### src/rtl/mips_pipe_pkg.sv
// Shared definitions for the MIPS32 pipeline control blocks: register index
// defaults, the zero-register index, stall FSM states and operand slice numbers.
package mips_pipe_pkg;

  localparam int REG_BITS_DEF = 5;
  localparam int XZR_IDX      = 0;
  localparam int DCNT_BITS    = 4;

  localparam int SRC_A = 0;
  localparam int SRC_B = 1;

  typedef enum logic {
    RUN   = 1'b0,
    STALL = 1'b1
  } stall_state_t;

endpackage

### src/rtl/fwd_select.sv
// Per-operand forwarding priority match: picks the nearest producer stage that
// writes the requested register, never forwarding the zero register.
module fwd_select
  import mips_pipe_pkg::*;
#(
  parameter int REG_BITS   = REG_BITS_DEF,
  parameter int NUM_STAGES = 2
) (
  input  logic [NUM_STAGES-1:0]          wr_en_stg,
  input  logic [NUM_STAGES*REG_BITS-1:0] wr_reg_stg,
  input  logic [REG_BITS-1:0]            src_reg,
  output logic [NUM_STAGES-1:0]          sel
);

  // Ascending scan so a higher (nearer) stage overwrites any farther match.
  always_comb begin
    sel = '0;
    for (int s = 0; s < NUM_STAGES; s++) begin
      if (wr_en_stg[s] &&
          (wr_reg_stg[s*REG_BITS +: REG_BITS] != REG_BITS'(XZR_IDX)) &&
          (wr_reg_stg[s*REG_BITS +: REG_BITS] == src_reg)) begin
        sel    = '0;
        sel[s] = 1'b1;
      end
    end
  end

endmodule

### src/rtl/fwd_hazard_unit.sv
// Forwarding and load-use hazard unit: registered one-hot forward selects per
// operand, a multi-cycle load-use stall FSM and a saturating stall counter.
module fwd_hazard_unit
  import mips_pipe_pkg::*;
#(
  parameter int REG_BITS          = REG_BITS_DEF,
  parameter int NUM_SRC           = 2,
  parameter int NUM_STAGES        = 2,
  parameter int LOAD_STALL_CYCLES = 1,
  parameter int CNT_BITS          = 16
) (
  input  logic                           clock,
  input  logic                           reset_n,
  input  logic                           flush,
  input  logic [NUM_STAGES-1:0]          wr_en_stg,
  input  logic [NUM_STAGES*REG_BITS-1:0] wr_reg_stg,
  input  logic [NUM_SRC*REG_BITS-1:0]    src_reg_f3,
  input  logic [NUM_SRC*REG_BITS-1:0]    src_reg_f2,
  input  logic [NUM_SRC-1:0]             src_used_f2,
  input  logic                           mem_read_f3,
  input  logic [REG_BITS-1:0]            wr_reg_f3,
  output logic [NUM_SRC*NUM_STAGES-1:0]  fw_sel,
  output logic                           stall,
  output logic [CNT_BITS-1:0]            stall_cycles
);

  logic [NUM_SRC*NUM_STAGES-1:0] fw_next;
  logic                          src_hit;
  logic                          hit;
  stall_state_t                  state, state_next;
  logic [DCNT_BITS-1:0]          dcnt, dcnt_next;

  for (genvar k = 0; k < NUM_SRC; k++) begin : g_sel
    fwd_select #(
      .REG_BITS  (REG_BITS),
      .NUM_STAGES(NUM_STAGES)
    ) u_fwd_select (
      .wr_en_stg (wr_en_stg),
      .wr_reg_stg(wr_reg_stg),
      .src_reg   (src_reg_f3[k*REG_BITS +: REG_BITS]),
      .sel       (fw_next[k*NUM_STAGES +: NUM_STAGES])
    );
  end

  // Selects are registered so they line up with the ID/EX register contents.
  always_ff @(posedge clock) begin
    if (!reset_n || flush) begin
      fw_sel <= '0;
    end else begin
      fw_sel <= fw_next;
    end
  end

  always_comb begin
    src_hit = 1'b0;
    for (int k = 0; k < NUM_SRC; k++) begin
      if (src_used_f2[k] && (src_reg_f2[k*REG_BITS +: REG_BITS] == wr_reg_f3)) begin
        src_hit = 1'b1;
      end
    end
    hit = mem_read_f3 && (wr_reg_f3 != REG_BITS'(XZR_IDX)) && src_hit;
  end

  always_ff @(posedge clock) begin
    if (!reset_n) begin
      state <= RUN;
      dcnt  <= '0;
    end else begin
      state <= state_next;
      dcnt  <= dcnt_next;
    end
  end

  // The RUN-state cycle that detects the hit is itself the first stall cycle.
  always_comb begin
    state_next = state;
    dcnt_next  = dcnt;
    stall      = 1'b0;
    case (state)
      RUN: begin
        stall = hit;
        if (hit && (LOAD_STALL_CYCLES > 1)) begin
          state_next = STALL;
          dcnt_next  = DCNT_BITS'(LOAD_STALL_CYCLES - 1);
        end
      end
      STALL: begin
        stall = 1'b1;
        if (dcnt == DCNT_BITS'(1)) begin
          state_next = RUN;
          dcnt_next  = '0;
        end else begin
          dcnt_next = dcnt - DCNT_BITS'(1);
        end
      end
      default: begin
        state_next = RUN;
        dcnt_next  = '0;
      end
    endcase
    if (flush) begin
      state_next = RUN;
      dcnt_next  = '0;
    end
    if (!reset_n) begin
      stall = 1'b0;
    end
  end

  always_ff @(posedge clock) begin
    if (!reset_n) begin
      stall_cycles <= '0;
    end else if (stall && (stall_cycles != '1)) begin
      stall_cycles <= stall_cycles + CNT_BITS'(1);
    end
  end

endmodule

### config.mk
export PLATFORM = sky130hd
export DESIGN_NAME = fwd_hazard_unit
export DESIGN_NICKNAME = d
export VERILOG_FILES = /design/src/rtl/mips_pipe_pkg.sv /design/src/rtl/fwd_select.sv /design/src/rtl/fwd_hazard_unit.sv
export SDC_FILE = /design/constraint.sdc
export NUM_CORES = 1
export LEC_CHECK = 0
export BUFFER_PORTS_ARGS = -buffer_cell sky130_fd_sc_hd__buf_2
export CORE_MARGIN = 2
export CORE_UTILIZATION = 40
export CTS_BUF_LIST = sky130_fd_sc_hd__clkbuf_4
export DETAILED_ROUTE_END_ITERATION = 8
export PLACE_DENSITY = 0.72
export SLEW_MARGIN = 10
export SYNTH_ARGS = -nofsm -noshare
export SYNTH_HDL_FRONTEND = slang
export SYNTH_SLANG_ARGS = --single-unit
### constraint.sdc
create_clock -name clock -period 2.21 [get_ports clock]
set_input_delay 0.221 -clock clock [delete_from_list [all_inputs] [get_ports clock]]
set_output_delay 0.221 -clock clock [all_outputs]
set_load 0.05 [all_outputs]
==> flow_summary.ini, run 1 <==
[global_route]
grtUsageMet2 = 0.2871
grt_pass1_vias = 1381
antenna_found_initial = 0
track_usage = 0.1710
grt_overflow = 0
grt.busiest_layer = met2
met1_usage = 0.2298
grt_pass1_wl_um = 6113
grt_start_max_net_pins = 18
use_met3 = 0.02833

[floorplan]
die_y_um = 67.23
coreArea_um2 = 3744
dieArea_um2 = 4519
rows = 22
ios = 64
initial_core_util = 0.4271
dieWidth_um = 67.23

[setup_path]
critPathCapture = stall_cycles[10]
critPathSlowestCell = or4_1
cp-startpoint = stall_cycles[0]
reg2regPathDepth = 7
timing.rr.start = stall_cycles[0]
cp-end-kind = flip-flop
startpoint_type = flip-flop
worstPathRequired_ps = 2440
path_cells = ha_1 -> nand3_1 -> or4_1 -> nand2b_1 -> o21ai_2 -> and4_1 -> mux2i_1
r2r-end = stall_cycles[10]
slowest_delay_ps = 520
criticalPathCategory = flip-flop to flip-flop
cp_max_fo = 9
reg2reg_slack_ps = 190
arrival_ps = 2250

[timing]
hold_violations = 0
hold_ws_ps = 205.0
rsz0062_at_grt = no
clock_skew_ps = 13.12
period_minus_slack_ps = 2021
worst_pin_slew_ps = 423.3
final_max_slew_viol_count = 0
fmax_ghz = 0.4947
finalSetupViolations = 0
setup_tns_ps = 0
slew-limit-headroom = 0.7154
fin_crit_sh = 0.9147

[synth]
synth_area_um2 = 1599
synth_common_cells = 25 x dfxtp_1, 18 x xor2_1, 16 x nand2_1
ys_types = 39
syn_area_per_cell_um2 = 8.285
synthCells = 193
yosysTopAreaCell = dfxtp_1
ys_seq_area_frac = 0.3130
synth_top_cell_area_share = 0.3130
synth_ff_type = dfxtp_1
syn-num-nets = 239
yosys_warnings = 0
synth_area_leaders = dfxtp_1 31%, xor2_1 9.9%, xnor2_1 7.1%
synth_edf_count = 0
synth_most_common_cell = dfxtp_1
synth-seq-cells = 25
postSynth.asyncResetShare = 0

[clock_network]
cts_tree = yes
cts-hold-fix-buffers = 0
cts-resized-gates = 0
htree_levels = 1
cts_buffer_depth = 2
insertion_delay_ps = 320
clkSlewWorstSetupHoldPaths_ps = 130
cts_setup_buffers = 0
cts_sinks = 25
cts_root_buf = clkbuf_4
cts_made_buffers = 3

[drt]
final_antenna_net_count = 0
via_per_inst = 5.116
dr.pass1.iters = 4
vias = 1586
drtIter0Drc = 42
totalWireLength_um = 3731
wire_per_inst_um = 12.04
drc = 0

[power]
finalPower_uw = 792.3
p_leak_uw = 0.0008475
peakVddDrop_mv = 0.2071
p_per_area_nw_per_um2 = 389.9

[run_status]
status = finished clean

[final_layout]
finalNonFillerCells = 310
multi_input_area_um2 = 1065
layout.nets = 309
drive_gt1_frac = 0.3092
syn_to_final_growth_pct = 27.07
antenna_cells = 0
fin_area_um2 = 2032
filler_cell_count = 387
area.sequential_um2 = 504.2

[place]
dpl.hpwl_um = 3068
port_buffers = 63
gp_congestion = 0.7582
placed_cells = 306
dpl_cell_area_um2 = 2004

[worst_hold_path]
hold_class = input port to flip-flop

[run]
max_cap_viol_count = 0
layer usage:
| metal | share of wire | vias up |
|---|---|---|
| li1 | - | 839 |
| met1 | 0.47 | 695 |
| met2 | 0.46 | 47 |
| met3 | 0.060 | 5 |
| met4 | 0.0072 | 0 |
| met5 | 0 | - |
critical path: cells and delay by family (launching register included):
kind / cells / cell delay, ps
AO/OA/AOI/OAI: 1 / 160
multiplexers: 1 / 110
flip-flops: 1 / 390
adder cells (fa/ha/maj): 1 / 200
AND/OR/NAND/NOR: 4 / 1060
sequential cells by signal, indices dropped and copies added (netlist names):
signal,flops
dcnt,4
fw_sel,4
stall_cycles,16
state,1
where the power goes:
part | total (uW) | switching, uW | leakage (uW) | internal [uW]
registers | 452 | 0.659 | 0.000203 | 451
logic | 142 | 74.3 | 0.000627 | 67.9
clock network | 198 | 130 | 0.0000177 | 67.7
logic make-up (layout without fill, tap and decap cells):
group                      Yosys count  after routing  share of synthesized area
DFF                                 25             25                     0.3130
and+or+nand+nor                     90             90                     0.3083
adders and majority gates            3              3                    0.02348
xor gates and xnor gates            31             31                     0.1698
muxes                                6              6                    0.03756
AOI/OAI and AO/OA                   29             29                     0.1268
buffers and inverters                9             78                    0.02113
worst min path at each step:
stage | from | end | slack (ps) | cells after the start
2_1_floorplan | src_reg_f3[8] | fw_sel[3] | 420 | 3
3_3_place_gp | stall_cycles[1] | stall_cycles[1] | 480 | 2
3_5_place_dp | stall_cycles[1] | stall_cycles[1] | 480 | 2
4_1_cts | flush | state | 200 | 3
5_1_grt | flush | state | 200 | 3
6_report | flush | state | 210 | 3
area by class of cell:
cell class / instances / area share
multi-input cells: 159 / 0.5240
well taps: 48 / 0.02956
clock buffers: 3 / 0.01108
flip-flops and latches: 25 / 0.2482
clock inverters: 1 / 0.002463
inverters: 6 / 0.01108
repair buffers: 68 / 0.1736
layout by cell type, fill, tap and decap left out, types with 2 or more instances in the layout:
cell type and count:
buf_2 63, dfxtp_1 22, xor2_1 18, nand2_1 16, xnor2_1 13, nand3_1 12, nor2_1 11, nand2b_1 11
or4_1 8, nor3_1 8, a21oi_1 8, o21ai_0 7, nand4_1 6, mux2i_1 6, inv_1 5, nor4_1 5
buf_4 5, and3_1 3, o31ai_1 3, ha_1 3, clkbuf_4 3, dfxtp_2 3, and4_1 2, or3_1 2
stage by stage:
stage	utilization	setup WS [ps]
after global placement	0.5354	204.5
final	0.5428	188.6
after global routing	0.5428	86.38
after CTS	0.5428	190.1
after floorplan	-	10.12
after detailed placement	0.5354	174.6
(Power assumes the default switching activity.)
==> inputs of run 2 (changes only) <==
==> constraint.sdc (replaced) <==
create_clock -name clock -period 2.21 [get_ports clock]
set_input_delay 0.3315 -clock clock [delete_from_list [all_inputs] [get_ports clock]]
set_output_delay 0.3315 -clock clock [all_outputs]
set_load 0.05 [all_outputs]
==> run 2 against run 1 <==
Design area up 0.12%. Clock power up 2%. Via count up 0.25%. Die area unchanged. Clock-buffer cell count unchanged. Power up 0.22%. Global-route usage down 0.28 points. Worst hold slack better by 100 ps. Setup slack worse by 56 ps. Register-to-register slack better by 40 ps. Non-clock buffer count unchanged. Combinational power about the same. Critical path type is now input port to output port.
==> flow_summary.ini, run 2 (synthesized netlist as in run 1, its figures left out) <==
[final_layout]
finalNonFillerCells = 310
most-common-layout-cells = 62 x buf_2, 22 x dfxtp_1, 18 x xor2_1, 16 x nand2_1, 13 x xnor2_1
syn_to_final_growth_pct = 27.23
layout.nets = 309
largest_register_ffs = 16
regMostFlops = stall_cycles
reg_top3 = stall_cycles (16), dcnt (4), fw_sel (4)
finish.utilization = 0.5434
antenna_cells = 0
layout_commonest_cell = buf_2
drive_gt1_frac = 0.3092

[power]
p_per_area_nw_per_um2 = 390.3
p_leak_uw = 0.0008464
finalPower_uw = 794.0
peakVddDrop_mv = 0.2581

[run]
max_cap_viol_count = 0

[floorplan]
coreArea_um2 = 3744
dieWidth_um = 67.23
rows = 22
dieArea_um2 = 4519
initial_core_util = 0.4271
ios = 64
die_y_um = 67.23

[drt]
via_per_inst = 5.129
wire_per_inst_um = 11.65
final_antenna_net_count = 0
drc = 0
met1_length_um = 1680
dr.pass1.iters = 4
totalWireLength_um = 3612
wl_met2_um = 1685
drtIter0Drc = 35
vias = 1590
highest_layer = met3
met3_length_um = 247

[clock_network]
htree_levels = 1
cts_setup_buffers = 0
cts-hold-fix-buffers = 0
cts_tree = yes
cts_root_buf = clkbuf_4
cts_sinks = 25
clkSlewWorstSetupHoldPaths_ps = 140
cts_made_buffers = 3
cts_buffer_depth = 2
insertion_delay_ps = 320

[timing]
final_max_slew_viol_count = 0
setup_tns_ps = 0
slew-limit-headroom = 0.7324
worst_pin_slew_ps = 391.2
fin_crit_sh = 0.9399
finalSetupViolations = 0
hold_violations = 0
fmax_ghz = 0.4814
rsz0062_at_grt = no
clock_skew_ps = 13.50
period_minus_slack_ps = 2077

[global_route]
track_usage = 0.1682
antenna_found_initial = 0
grt_overflow = 0
grt_start_max_net_pins = 18
grt_pass1_vias = 1446
grt_pass1_wl_um = 6051

[setup_path]
path_cells = buf_2 -> xor2_1 -> nor4_1 -> a32oi_2 -> o21ba_4 -> nor2_1 -> clkbuf_4
criticalPathCategory = input port to output port
arrival_ps = 1750
reg2reg_slack_ps = 230
critPathSlowestCell = nor4_1
cp_num_cells = 7
cp-end-kind = output port
cp-startpoint = wr_reg_f3[3]
critPathTopFamily = compound AO/OA/AOI/OAI gates
critPathBufInv = 2
timing.rr.start = stall_cycles[0]
worstPathRequired_ps = 1880
reg2regPathDepth = 7
critPathCapture = stall
slowest_delay_ps = 350
cp_max_fo = 8
startpoint_type = input port
r2r-end = stall_cycles[10]

[place]
dpl.hpwl_um = 3065
placed_cells = 306
port_buffers = 63
gp_congestion = 0.7859

[run_status]
status = finished clean

[worst_hold_path]
hold_class = input port to flip-flop
run 2: worst min-delay path, cell delays in order:
cell and delay [ps]:
buf_2 80, nor2_1 40, and3_1 150
run 2: how the worst min path moves through the flow:
stage	from	to	cells past startpoint
3_5_place_dp	stall_cycles[1]	stall_cycles[1]	2
4_1_cts	flush	state	3
6_report	flush	state	3
3_3_place_gp	stall_cycles[1]	stall_cycles[1]	2
5_1_grt	flush	state	3
2_1_floorplan	dcnt[0]	dcnt[0]	2
run 2: what timing repair did:
item                       in CTS  in global routing
setup endpoints to repair       0                  1
hold endpoints to repair        0                  0
gates resized for setup         0                  1
run 2: final cells by class:
| class | count | area, um^2 |
|---|---|---|
| clock buffer | 3 | 22.52 |
| clock inverter | 1 | 5.005 |
| fill | 396 | 1709 |
| inverter | 6 | 22.52 |
| multi-input combinational | 159 | 1065 |
| sequential | 25 | 504.2 |
| tap | 48 | 60.06 |
| timing repair buffer | 68 | 355.3 |
run 2: layer usage:
layer  track usage  up-vias
li1              -      839
met1        0.2237      703
met2        0.2884       48
met5             0        -
met4       0.02296        0
met3       0.03333        0
run 2: metrics by stage:
| step | worst slack [ps] | hold WS (ps) | area, um^2 |
|---|---|---|---|
| 2_1_floorplan | 0.3406 | 463.5 | 1603 |
| 3_3_place_gp | 105.5 | 475.7 | 2004 |
| 3_5_place_dp | 38.02 | 475.4 | 2004 |
| 4_1_cts | 83.67 | 300.5 | 2032 |
| 5_1_grt | 2.998 | 318.8 | 2034 |
| 6_report | 132.9 | 308.4 | 2034 |
run 2: report_power, final:
group / leakage, uW / internal [uW] / switching (uW)
combinational: 0.000626 / 67.9 / 72.3
clock: 0.0000177 / 67.7 / 134
sequential: 0.000203 / 452 / 0.679
total: 0.000846 / 587 / 207
